`src/rtl/saci_pkg.sv`:
```
// saci_pkg: shared types and helpers for the SACI command scheduler.
// Frame layout is {start, rw, cmd, addr, wdata}, 53 bits.
package saci_pkg;

  localparam int   SACI_DWIDTH    = 53;
  localparam logic SACI_START_BIT = 1'b1;
  localparam int   SACI_CW        = 13;

  typedef struct packed {
    logic        rw;
    logic [6:0]  cmd;
    logic [11:0] addr;
    logic [31:0] wdata;
  } saci_req_t;

  typedef enum logic [2:0] {
    S_IDLE,
    S_LAUNCH,
    S_WAIT_BUSY,
    S_WAIT_DONE,
    S_RESP
  } sched_state_e;

  function automatic logic [SACI_DWIDTH-1:0] saci_frame(
    input saci_req_t r
  );
    return {SACI_START_BIT, r.rw, r.cmd, r.addr, r.wdata};
  endfunction

endpackage

```
`src/rtl/saci_rr_arbiter.sv`:
```
// saci_rr_arbiter: combinational round-robin pick of the first
// request at or after the pointer; pointer state is held by the caller.
module saci_rr_arbiter #(
  parameter int  NREQ = 4,
  localparam int PW   = (NREQ > 1) ? $clog2(NREQ) : 1
) (
  input  logic [NREQ-1:0] i_req,
  input  logic [PW-1:0]   i_ptr,
  input  logic            i_en,
  output logic [NREQ-1:0] o_gnt,
  output logic [PW-1:0]   o_idx,
  output logic            o_any
);

  int w_k;

  always_comb begin
    o_gnt = '0;
    o_idx = '0;
    o_any = 1'b0;
    w_k   = 0;
    for (int i = 0; i < NREQ; i++) begin
      w_k = int'(i_ptr) + i;
      if (w_k >= NREQ) w_k = w_k - NREQ;
      if (i_en && !o_any && i_req[w_k]) begin
        o_any      = 1'b1;
        o_gnt[w_k] = 1'b1;
        o_idx      = PW'(w_k);
      end
    end
  end

endmodule

```
`src/rtl/saci_cmd_scheduler.sv`:
```
// saci_cmd_scheduler: shares one saci_master between NREQ requesters,
// framing commands, tracking busy and returning read data or timeouts.
module saci_cmd_scheduler
  import saci_pkg::*;
#(
  parameter int  NREQ    = 4,
  parameter int  NCHIP   = 3,
  parameter int  TIMEOUT = 4096,
  localparam int CHIPW   = (NCHIP > 1) ? $clog2(NCHIP) : 1,
  localparam int PW      = (NREQ > 1) ? $clog2(NREQ) : 1
) (
  input  logic                        clk,
  input  logic                        rst_n,
  input  logic [NREQ-1:0]             req_valid_i,
  output logic [NREQ-1:0]             req_ready_o,
  input  saci_req_t [NREQ-1:0]        req_cmd_i,
  input  logic [NREQ-1:0][CHIPW-1:0]  req_chip_i,
  output logic [NREQ-1:0]             resp_valid_o,
  output logic [31:0]                 resp_rdata_o,
  output logic                        resp_err_o,
  output logic                        saci_start_o,
  output logic [NCHIP-1:0]            saci_slave_mask_o,
  output logic [SACI_DWIDTH-1:0]      saci_data_o,
  input  logic                        saci_busy_i,
  input  logic [31:0]                 saci_rdata_i
);

  localparam logic [CHIPW:0]     NCHIP_LIM = (CHIPW+1)'(NCHIP);
  localparam logic [SACI_CW-1:0] TMO_LAST  = SACI_CW'(TIMEOUT - 1);

  sched_state_e        r_state;
  sched_state_e        w_next;
  logic [PW-1:0]       r_ptr;
  logic [PW-1:0]       r_gnt;
  saci_req_t           r_req;
  logic [CHIPW-1:0]    r_chip;
  logic [SACI_CW-1:0]  r_cnt;
  logic [SACI_CW-1:0]  w_cnt_inc;
  logic [31:0]         r_rdata;
  logic                r_err;

  logic                w_en;
  logic [NREQ-1:0]     w_gnt_oh;
  logic [PW-1:0]       w_gnt_idx;
  logic                w_any;
  logic [CHIPW-1:0]    w_sel_chip;
  logic                w_bad;
  logic [PW-1:0]       w_ptr_nxt;
  logic                w_tmo;
  logic                w_active;

  assign w_en = rst_n && (r_state == S_IDLE) && !saci_busy_i;

  saci_rr_arbiter #(
    .NREQ (NREQ)
  ) u_arb (
    .i_req (req_valid_i),
    .i_ptr (r_ptr),
    .i_en  (w_en),
    .o_gnt (w_gnt_oh),
    .o_idx (w_gnt_idx),
    .o_any (w_any)
  );

  assign w_sel_chip = req_chip_i[w_gnt_idx];
  assign w_bad      = {1'b0, w_sel_chip} >= NCHIP_LIM;
  assign w_ptr_nxt  = (w_gnt_idx == PW'(NREQ - 1)) ?
                      '0 : w_gnt_idx + PW'(1);
  // counts cycles since the current wait phase began, saturating
  assign w_cnt_inc  = (r_cnt == '1) ? r_cnt : r_cnt + SACI_CW'(1);
  assign w_tmo      = r_cnt >= TMO_LAST;

  always_comb begin
    w_next = r_state;
    unique case (r_state)
      S_IDLE: begin
        if (w_any) w_next = w_bad ? S_RESP : S_LAUNCH;
      end
      S_LAUNCH: w_next = S_WAIT_BUSY;
      S_WAIT_BUSY: begin
        if (saci_busy_i)  w_next = S_WAIT_DONE;
        else if (w_tmo)   w_next = S_RESP;
      end
      S_WAIT_DONE: begin
        if (!saci_busy_i) w_next = S_RESP;
        else if (w_tmo)   w_next = S_RESP;
      end
      S_RESP:  w_next = S_IDLE;
      default: w_next = S_IDLE;
    endcase
  end

  always_ff @(posedge clk) begin
    if (!rst_n) begin
      r_state <= S_IDLE;
      r_ptr   <= '0;
      r_gnt   <= '0;
      r_req   <= '0;
      r_chip  <= '0;
      r_cnt   <= '0;
      r_rdata <= '0;
      r_err   <= 1'b0;
    end else begin
      r_state <= w_next;
      unique case (r_state)
        S_IDLE: begin
          if (w_any) begin
            r_gnt   <= w_gnt_idx;
            r_req   <= req_cmd_i[w_gnt_idx];
            r_chip  <= w_sel_chip;
            r_ptr   <= w_ptr_nxt;
            r_err   <= w_bad;
            r_rdata <= '0;
          end
        end
        S_LAUNCH: r_cnt <= SACI_CW'(1);
        S_WAIT_BUSY: begin
          if (saci_busy_i) begin
            r_cnt <= SACI_CW'(1);
          end else begin
            r_cnt <= w_cnt_inc;
            if (w_tmo) r_err <= 1'b1;
          end
        end
        S_WAIT_DONE: begin
          if (!saci_busy_i) begin
            r_rdata <= r_req.rw ? saci_rdata_i : '0;
          end else begin
            r_cnt <= w_cnt_inc;
            if (w_tmo) r_err <= 1'b1;
          end
        end
        S_RESP: r_cnt <= '0;
        default: r_cnt <= '0;
      endcase
    end
  end

  assign w_active = (r_state == S_LAUNCH) ||
                    (r_state == S_WAIT_BUSY) ||
                    (r_state == S_WAIT_DONE);

  always_comb begin
    req_ready_o       = w_gnt_oh;
    saci_start_o      = (r_state == S_LAUNCH);
    saci_slave_mask_o = '1;
    saci_data_o       = '0;
    resp_valid_o      = '0;
    resp_rdata_o      = '0;
    resp_err_o        = 1'b0;
    if (w_active) begin
      saci_slave_mask_o = ~(NCHIP'(1) << r_chip);
      saci_data_o       = saci_frame(r_req);
    end
    if (r_state == S_RESP) begin
      resp_valid_o = NREQ'(1) << r_gnt;
      resp_rdata_o = r_rdata;
      resp_err_o   = r_err;
    end
  end

endmodule

```
`config.mk`:
```
export PLATFORM = sky130hd
export DESIGN_NAME = saci_cmd_scheduler
export DESIGN_NICKNAME = d
export VERILOG_FILES = /design/src/rtl/saci_pkg.sv /design/src/rtl/saci_rr_arbiter.sv /design/src/rtl/saci_cmd_scheduler.sv
export SDC_FILE = /design/constraint.sdc
export NUM_CORES = 1
export LEC_CHECK = 0
export CORE_AREA = 4 4 136 138
export DETAILED_ROUTE_END_ITERATION = 10
export DIE_AREA = 0 0 140 142
export PLACE_DENSITY_LB_ADDON = 0.08
export SETUP_SLACK_MARGIN = 0.2
export SLEW_MARGIN = 20
export SYNTH_ARGS = -nofsm -noshare
export SYNTH_HDL_FRONTEND = slang
export SYNTH_SLANG_ARGS = --single-unit
```
`constraint.sdc`:
```
create_clock -name clk -period 6.2 [get_ports clk]
set_clock_uncertainty 0.2 [all_clocks]
set_input_delay 1.24 -clock clk [delete_from_list [all_inputs] [get_ports clk]]
set_output_delay 1.24 -clock clk [all_outputs]
set_load 0.02 [all_outputs]
```
Word level (Yosys, flattened, before mapping) --
Cells that the tools add are included. W data, S select, Z words.
Word-level totals: register bits 107, word-level logic and storage cells 143, bits of input ports 255
Cells by class: multiplexer cells 65, add/sub/neg operators 9, shifts and indexed selects 2, order comparisons 15, bitwise operators 5, eq/ne operators 10, reductions and logical operators 26
Operator list (count):
- $mux W32 | 8
- $ge A32 B1 Y1 const B | 4
- $lt A32 B4 Y1 const B | 4
- $bmux W52 S2 | 1
- $ge A32 B4 Y1 const B | 3
- $sub A32 B4 Y32 const B | 3
- $pmux W32 S2 | 1
- $mux W53 | 1
- $mux W52 | 1
- $pmux W13 S4 | 1
- $mux W13 | 3
- $mux W1 | 21
- $mux W4 | 5
- $mux W3 | 6
- $add A13 B1 Y13 const B | 1
- $eq A13 B13 Y1 const B | 1
- $ge A13 B12 Y1 const B | 1
- $logic_and A1 B1 Y1 | 13
- $mux W2 | 6
- $or A4 B4 Y4 | 3
- $pmux W3 S4 | 1
- $bmux W1 S2 | 4
- $demux W1 S2 | 4
- $add A2 B2 Y3 const B | 2
- other kinds (26) | 34

Longest topological paths before layout --
word-level depth 25, mapped depth 17, depth with buffers taken out 12

Modules after synthesis --
A second synthesis with hierarchy kept.
Second synthesis, totals: cell total of the unflattened synthesis 781, area total of the unflattened synthesis 6999.2 µm²
Modules (own cells, without submodules):
- saci_cmd_scheduler | cells each 714, area each 6462.4 µm², seq. area each 2142.1 µm², instances 1
- saci_rr_arbiter | cells each 67, area each 536.8 µm², seq. area each 0.0 µm², instances 1

Least setup slack after synthesis --
No wires, ideal clock.
path type input to output, start input req_valid_i[3], end output req_ready_o[0], stages 6, data arrival time 2.920 ns, path slack 1.840 ns, cells stage by stage clkbuf_1 > mux4_2 > nor2b_1 > a221oi_1 > a211o_1 > a21oi_1
On the way: word-level cells in the longest chain between the ends 17, elaborated cells between the ends (all ways) 32
RTL lines:
- start: declaration | line saci_cmd_scheduler.sv:14 | input logic [NREQ-1:0] req_valid_i,
- $bmux W1 S2 | line saci_rr_arbiter.sv:25 | if (i_en && !o_any && i_req[w_k]) begin
- $mux W1 (not written as such) (2 in series) | line saci_rr_arbiter.sv:25
- $logic_and A1 B1 Y1 | line saci_rr_arbiter.sv:25
- $mux W1 | line saci_rr_arbiter.sv:25
- $logic_not A1 Y1 | line saci_rr_arbiter.sv:25
- $logic_and A1 B1 Y1 (2 in series) | line saci_rr_arbiter.sv:25
- $mux W1 | line saci_rr_arbiter.sv:25
- $logic_not A1 Y1 | line saci_rr_arbiter.sv:25
- $logic_and A1 B1 Y1 (2 in series) | line saci_rr_arbiter.sv:25
- $mux W1 | line saci_rr_arbiter.sv:25
- $logic_not A1 Y1 | line saci_rr_arbiter.sv:25
- $logic_and A1 B1 Y1 (2 in series) | line saci_rr_arbiter.sv:25
- $mux W4 (*) | line saci_rr_arbiter.sv:25
- end: declaration | line saci_cmd_scheduler.sv:15 | output logic [NREQ-1:0] req_ready_o,
Every way passes the cells marked *; elsewhere a longest branch is shown, timed or not. The select of a mux whose other input is x is not followed.

Final worst setup path --
start input req_valid_i[3], end output req_ready_o[2]
The elaborated chain is that of the path after synthesis.

==> key figures <==
Place
  – Dpl cells: 1362
  – Number of port buffers: 352
  – RePlAce Congestion: a little over 0.8
  – Detailed Place HPWL: 20000 um

CTS
  – CTS tree: yes
  – CTS H-tree depth: 3
  – CTS root buf: clkbuf_16
  – Worst-skew pair later-pin latency: 0.36 ns
  – Post-CTS Resized: 0
  – Clock transition at path regs: roughly 0.070 ns
  – # Post-CTS Setup Buffers: 0
  – Clock Path Buffers: 2
  – Hold_buf cts: 0
  – CTS buffer count: 9
  – Clock Sink Count: ~110

STA
  – RSZ-0062 raised after global routing: false
  – Fin Setup TNS: 0 ns
  – Final hold vios: 0
  – Max-slew headroom: between 30% and 40%
  – Fin Hold WS: about 0.25 ns
  – Slew @ Worst Pin: just over 0.9 ns
  – Crit share post-route: about nine tenths
  – Crit path time final: 5.470 ns
  – Fin. max-slew vios: 0
  – Setup violations, final: 0
  – Max Freq: around 0.18 GHz

Pwr
  – Pwr/cell area: 202.9 nW/um^2
  – Total power: between 2 and 2.5 mW
  – Maximum vdd drop: between 0.1 and 0.15 mV
  – P_leak: between 3 and 4 nW

Layout
  – Final #Nets: approximately 1400
  – Layout area overhead: 60.39%
  – Seq. cell area: roughly 2100 sq um
  – Post-Layout Cell Count: roughly 1400
  – Fraction of layout cells with a size suffix above 1: 4.944%
  – Area of the multi-input gates: between 4000 and 5000 sq um
  – Utilization after layout: roughly three fifths
  – Fillers: around 1600
  – Antenna cells: 0

Route
  – DRT Wirelength: roughly 27000 um
  – Initial drt markers: roughly 470
  – Avg WL per Cell: approximately 20 um
  – Vias: 7528
  – 1st-pass router iterations: 5
  – Vias/cell: approximately 5.5
  – ANT nets after route: 0
  – Residual DRC: 0

Synth
  – FFs w/ async S/R, synth: 0%
  – Main flop type after synthesis: dfxtp_1
  – Mapped Cells: 847
  – Top-count cell post-synth: a21oi_1
  – Number of synthesized flops with an enable pin: 0
  – Synth warnings: 0
  – Synth Area per Inst: a little under 8 sq um
  – Yosys cell types: 58
  – Post-synth top area share: 32.72%
  – Commonest cells post-synth: a21oi_1 (149), nand2_1 (121), dfxtp_1 (107)
  – Sequential cell area fraction in the yosys report: roughly 33%
  – Yosys top cell by area: dfxtp_1
  – Register bit total from synthesis: 107
  – Syn Nets: ~1100
  – Largest cells by area after synthesis: dfxtp_1 (33%), a21oi_1 (11%), mux2i_1 (8.3%)
  – Synth Cell Area: about 6500 sq um

Critical path
  – Worst Path Buf+Inv: 2
  – Crit start category: input pin
  – Critical Path, Cell by Cell: clkdlybuf4s50_1 -> mux4_2 -> nor2b_1 -> a221oi_1 -> a211o_1 -> a21oi_1 -> clkdlybuf4s50_1
  – Required @ worst endpoint: approximately 4.8 ns
  – Critical Path Fanout Max: 9
  – Worst reg-to-reg setup slack: approximately 1.5 ns
  – Most frequent CP cell: clkdlybuf4s50_1
  – Worst Path Class, Setup: in2out
  – Cell depth of the worst flop-to-flop path: 8
  – Reg2reg end: r_req[45]
  – CP endpoint kind: output port
  – CP arrival: between 4 and 5 ns
  – Cell family with most CP delay: buffers and inverters
  – CP max-delay cell: clkdlybuf4s50_1
  – FF-to-FF Start: r_ptr[0]
  – Max incr delay on CP: 0.64 ns

Floorplan
  – Die area: just under 20000 sq um
  – Rows: 48
  – Die width: around 140 um
  – Initial Util: approximately two fifths
  – DIE HEIGHT: about 140 um
  – I/O pin cnt: 353
  – Core area: 17180 sq um

Global routing
  – Vias in the first global route: 7177
  – Grt ovf: 0
  – Total track usage: between 20% and 30%
  – Initial antenna violation count: 4
  – First-pass GRT wire length: roughly 40000 um
  – Pin count of the biggest net entering global routing: 60

Worst hold path
  – WHS Path Cells: 2
  – HP Start: r_rdata[22]
  – Hold EP: r_rdata[22]
  – Hold crit path type: reg2reg

Job
  – Max Cap Violations: 0

Outcome
  – Outcome: completed
[metrics by stage]
stage / setup WS [ns] / area (sq um)
floorplan: 1.840 / 6548
global placement: 0.8330 / 10220
detailed placement: 0.7741 / 10220
CTS: 0.7548 / 10500
global route: 0.6083 / 10500
finish: 0.7303 / 10500
[state kept, by name (all words and copies together) (netlist names)]
| signal | count |
|---|---|
| r_rdata | 32 |
| r_req | 52 |
| r_ptr | 2 |
| r_gnt | 2 |
| r_cnt | 13 |
| r_err | 1 |
| r_state | 3 |
| r_chip | 2 |
[tightest hold or removal path, stage by stage, from the launching register on]
cell     delay, ns
dfxtp_1       0.31
nand2_1       0.05
a21oi_1       0.05
[worst max path at each step]
stage                         startpoint              to  slack, ns  cells after the start
final                     req_valid_i[3]  req_ready_o[2]       0.73                      7
after global routing      req_valid_i[3]  req_ready_o[2]       0.61                      7
after CTS                 req_valid_i[3]  req_ready_o[2]       0.75                      7
after detailed placement  req_valid_i[3]  req_ready_o[2]       0.77                      7
after global placement    req_valid_i[3]  req_ready_o[0]       0.83                      7
after floorplan           req_valid_i[3]  req_ready_o[0]       1.84                      6
[logic make-up (layout without fill, tap and decap cells)]
| group | Yosys count | after routing | share of synthesized area [%] |
|---|---|---|---|
| AOI/OAI and AO/OA | 247 | 247 | 23.73 |
| adders and majority gates | 11 | 11 | 2.064 |
| buffers and inverters | 94 | 400 | 5.924 |
| DFF | 107 | 107 | 32.72 |
| muxes | 64 | 64 | 10.66 |
| and+or+nand+nor | 324 | 324 | 24.90 |
[cells in the final DEF (no fill, tap or decap), drive strengths merged, types with 9 or more instances in the layout]
cell	synthesis	final
a21oi	150	150
and2	56	56
and3	35	35
buf	29	16
clkbuf	49	9
clkdlybuf4s50	0	352
dfxtp	107	107
ha	10	10
inv	15	18
mux2i	54	54
nand2	121	121
nand3	48	48
nand4	13	13
nor2	22	22
o21ai	9	9
o221ai	49	49
[power by group]
group	total, mW	switching, mW	internal, mW
clock	0.570	0.290	0.280
sequential	0.825	0.0503	0.775
combinational	0.735	0.379	0.357
total	2.13	0.719	1.41
[metal layers]
metal | wire (um) | GRT usage, % | vias up | share of wire, %
met2 | 13410 | 44.32 | 276 | 50
li1 | - | - | 3688 | -
met4 | 610 | 7.547 | 8 | 2.3
met3 | 2020 | 6.653 | 38 | 7.5
met5 | 57 | 0 | - | 0.21
met1 | 10940 | 31.33 | 3518 | 40
[layout make-up]
class / count / area share [%]
clock buffer: 9 / 2.145
tap: 225 / 2.681
multi-input combinational: 646 / 38.68
clock inverter: 7 / 0.5719
sequential: 107 / 20.40
timing repair buffer: 368 / 34.93
inverter: 16 / 0.5957
Note: power is estimated with default switching activity, not from simulation.
==> patch 1 (same flow settings) <==
`SACI_CW`: 13 -> 12.
--- a/src/rtl/saci_pkg.sv
+++ b/src/rtl/saci_pkg.sv
@@ -6,3 +6,3 @@
   localparam logic SACI_START_BIT = 1'b1;
-  localparam int   SACI_CW        = 13;
+  localparam int   SACI_CW        = 12;
 
Formal check against the unedited RTL: no difference found for any inputs over 4 cycles, from zero or initial values and one cycle with rst_n low; that may be too few to reach the edited logic, so the function may still have changed.
==> patch 1 against the original RTL <==
Non-clock buffer count is 2 lower. Critical path type unchanged. Sequential share of layout area is 1.6 points lower. Global-route usage is 0.40 points higher. Final area is 7.6% higher. Clock power is 13% higher. Sequential cell count is 1 lower. Routed wire length is 0.64% higher. Sequential power hardly changed. Critical endpoint is now req_ready_o[1]. Setup slack better by 0.17 ns. Synthesized area is 14% higher. Total power is 11% higher.
==> patch 1: results (changes against the original RTL) <==
| Metric | Value |
|---|---|
| Syn Nets | 1,149 (+3.3%) |
| Mux cell area share after synthesis | 0.169 (+0.0624) |
| Pin count of the biggest net entering global routing | 105 (+75%) |
| Detail Route met2 WL | 13.2 mm (-1.2%) |
| Slew @ Worst Pin | 0.931 ns (+0.0257 ns) |
| Starting DRT DRC Count | 523 (+12%) |
| Metal3 WL | 2.29 mm (+13%) |
| Met1 Wirelength | 11.0 mm (+0.24%) |
| Reg-to-Reg End | r_req[0] |
| Outcome | finished clean |
| Complex-gate fraction of the synthesized area | 0.241 (+0.00355) |
| Biggest regs | r_req x52, r_rdata x32, r_cnt x12 |
| Post-Synth Adder-Cell Area | 0.0168 (-0.00385) |
| Filler Cells Inserted | 1,486 (-7.4%) |
| LEAKAGE | 3.99 nW (+5.3%) |
| Synth cell types | 60 (+3.4%) |
| Min-delay src | r_rdata[4] |
| Clock share of power | 0.273 (+0.006) |
| Via count | 7,751 (+3.0%) |
| Post-synthesis sequential area ratio | 0.285 (-0.0424) |
| XOR/XNOR share of the synthesized area | 0.00118 (+0.00118) |
| R2R setup slack | 1.94 ns (+0.41 ns) |
| Placed Area | 10,900 µm² (+7.1%) |
| Via count of the first global-routing pass | 7,416 (+3.3%) |
| P_seq | 0.824 mW (about the same) |
| Gr usage total | 0.259 (+0.00401) |
| Net Sw Frac | 0.333 (-0.00469) |
| RePlAce Congestion | 0.854 (+3.2%) |
| Syn avg cell area | 8.43 µm² (+9.1%) |
| Area growth syn-to-layout | 51.6% |
| DP HPWL | 19.8 mm (-1.0%) |
| Initial antenna violation count | 2 (-2) |
| Crit path to | req_ready_o[1] |
| Routed WL | 27.2 mm (+0.64%) |
## patch 1: cell types whose count changed after synthesis, sizes merged, moves of 12 or more
cell and change:
o21ai +102, a21oi -99, o211ai +53, o221ai -49, mux2 +46, nand4 -12
## patch 1: metrics by stage
stage	setup slack (ns)	hold slack, ns
6_report	0.905	0.246
2_1_floorplan	2.01	0.226
4_1_cts	0.924	0.249
3_5_place_dp	0.933	0.238
5_1_grt	0.775	0.273
3_3_place_gp	0.977	0.234
## patch 1: critical path: stages
cell and delay (ns):
clkdlybuf4s50_1 0.45, buf_4 0.15, or4b_4 0.56, nor4_4 0.41
and2_1 0.26, a221o_1 0.18, clkdlybuf4s50_1 0.60
## patch 1: final cells by class
type                       instances  area share
multi-input combinational        686       0.428
timing repair buffer             366       0.327
sequential                       106       0.188
tap                              225      0.0249
clock buffer                      10      0.0211
clock inverter                     6     0.00775
inverter                           8     0.00266
antenna                            1    0.000221
==> patch 2 (same settings) <==
Made on the original files. Register the output `resp_err_o`, with the module's reset; this adds one clock of latency there. The other outputs are not delayed to match.
--- a/src/rtl/saci_cmd_scheduler.sv
+++ b/src/rtl/saci_cmd_scheduler.sv
@@ -29,2 +29,4 @@
   localparam logic [SACI_CW-1:0] TMO_LAST  = SACI_CW'(TIMEOUT - 1);
+
+  logic resp_err_d;
 
@@ -149,3 +151,3 @@
     resp_rdata_o      = '0;
-    resp_err_o        = 1'b0;
+    resp_err_d        = 1'b0;
     if (w_active) begin
@@ -157,3 +159,11 @@
       resp_rdata_o = r_rdata;
-      resp_err_o   = r_err;
+      resp_err_d   = r_err;
+    end
+  end
+
+  always_ff @(posedge clk) begin
+    if (!rst_n) begin
+      resp_err_o <= '0;
+    end else begin
+      resp_err_o <= resp_err_d;
     end
Function: changed (a bounded check fails within 4 cycles, from zero or initial values and one cycle with rst_n low).
==> patch 2 against the original RTL <==
First-iteration DRC count fell by 22%. Final area rose by 0.68%. Count of clock-buffer cells in the layout rose by 1. Routed wire length fell by 4.5%. Final cell count fell by 5.1%. Core utilization rose by 0.42 points. Synthesized area rose by 3.4%. Total power rose by 3.5%. Setup slack improved by 0.41 ns. Global-route usage fell by 1.0 points. Sequential cell count rose by 1. Sequential power barely moved. Largest cell class unchanged. Highest routed layer is now met4.
==> patch 2: results (changes against the original RTL) <==
| Metric | Value |
|---|---|
| First-pass GRT wire length | 38.5 mm (-5.0%) |
| Synth cell types | 59 (+1.7%) |
| Starting DRT DRC Count | 362 (-22%) |
| Pre-CTS setup slack | 1.15 ns (+0.378 ns) |
| Post-cts sizing count | 0 (unchanged) |
| Routed WL | 25.8 mm (-4.5%) |
| Placed Area | 10,300 µm² (+0.36%) |
| Register area | 2160 µm² (+0.93%) |
| Layout cell share with drive strength beyond 1 | 0.0463 (-0.00310) |
| Synth async-reset ratio | 0 (unchanged) |
| LEAKAGE | 3.79 nW (+0.14%) |
| R2R setup slack | 2.19 ns (+0.66 ns) |
| Routed wire per std cell | 19.7 µm (+0.58%) |
| WHS | 0.246 ns (-0.00182 ns) |
| Filler Cells Inserted | 1,524 (-5.0%) |
| Outcome | finished clean |
| Initial antenna violation count | 4 (unchanged) |
| Pin count of the biggest net entering global routing | 58 (-3.3%) |
| Worst Hold Endpoint | r_rdata[7] |
| Rel. slew slack | 0.461 (+0.0668) |
| Fin worst setup slack | 1.14 ns (+0.406 ns) |
| Mapped Cells | 767 (-9.4%) |
| Reg-to-Reg End | r_req[34] |
| Synth cell count leaders | 112 x mux2i_1, 108 x dfxtp_1, 103 x nand2_1 |
| DP HPWL | 19.4 mm (-3.2%) |
| Worst R2R Path Depth | 9 (+1) |
| Post-synthesis sequential area ratio | 0.319 (-0.00775) |
| Max incr delay on CP | 0.64 ns (about the same) |
| RePlAce Congestion | 0.928 (+12%) |
| Syn Nets | 1,032 (-7.2%) |
| Maximum VDD drop | 0.166 mV (+29%) |
| Min-delay src | r_rdata[7] |
| Synth top area cells | dfxtp_1 32%, mux2i_1 17%, o221ai_1 7.0% |
| Final #Nets | 1,339 (-5.2%) |
| WP data arrival | 3.62 ns (-0.41 ns) |
| Clock transition at the registers of the reported paths | 0.07 ns (about the same) |
| DP Cell Count | 1,288 (-5.4%) |
| Via density | 5.31 (-2.8%) |
| PortBufs | 352 (unchanged) |
| Crit-path slowest cell | mux4_2 |
| Via count of the first global-routing pass | 6,879 (-4.2%) |
| Crit path max fanout | 10 (+1) |
| Gr usage total | 0.245 (-0.0104) |
patch 2: layout make-up:
class,count,area share
multi-input cells,584,0.392
repair buffers,365,0.344
flip-flops and latches,108,0.204
diodes,4,0.000947
clock buffers,10,0.0226
well taps,225,0.0266
clock inverters,6,0.00675
inverters,6,0.00260
patch 2: layer usage:
layer / routed length (µm) / vias up / global-route usage / share of wire
met1: 10100 / 3246 / 0.272 / 0.39
met2: 13100 / 241 / 0.441 / 0.51
met3: 1820 / 39 / 0.0806 / 0.070
met5: 0 / - / 0 / 0
li1: - / 3419 / - / -
met4: 756 / 0 / 0.0847 / 0.029
patch 2: cells by family (layout without fill, tap and decap cells):
kind of cell	after synthesis	in the layout	share of synthesized area
xor+xnor	2	2	0.00259
compound gates	148	148	0.175
buf+inv	75	387	0.0719
other cells	0	4	0
flops	108	108	0.319
simple gates	307	307	0.232
fa+ha+maj	10	10	0.0185
mux	117	117	0.181
patch 2: how the worst max path moves through the flow:
stage,endpoint,depth (start not counted)
2_1_floorplan,req_ready_o[0],5
3_3_place_gp,req_ready_o[1],7
6_report,req_ready_o[2],7
4_1_cts,req_ready_o[2],7
3_5_place_dp,req_ready_o[2],7
5_1_grt,req_ready_o[1],7
patch 2: worst reg2reg max path, stage by stage (launching register included):
cell	delay, ns
dfxtp_1	0.72
inv_1	0.25
ha_1	0.44
mux4_2	0.38
nor4_1	0.42
nand2b_2	0.29
and2_2	0.67
buf_4	0.39
nand2_1	0.09
o221ai_1	0.07
patch 2: power breakdown:
part	internal, mW	switching, mW	leakage [nW]	total, mW
Combinational	0.370	0.400	2.76	0.771
Clock	0.328	0.283	0.145	0.610
Sequential	0.773	0.0506	0.882	0.824
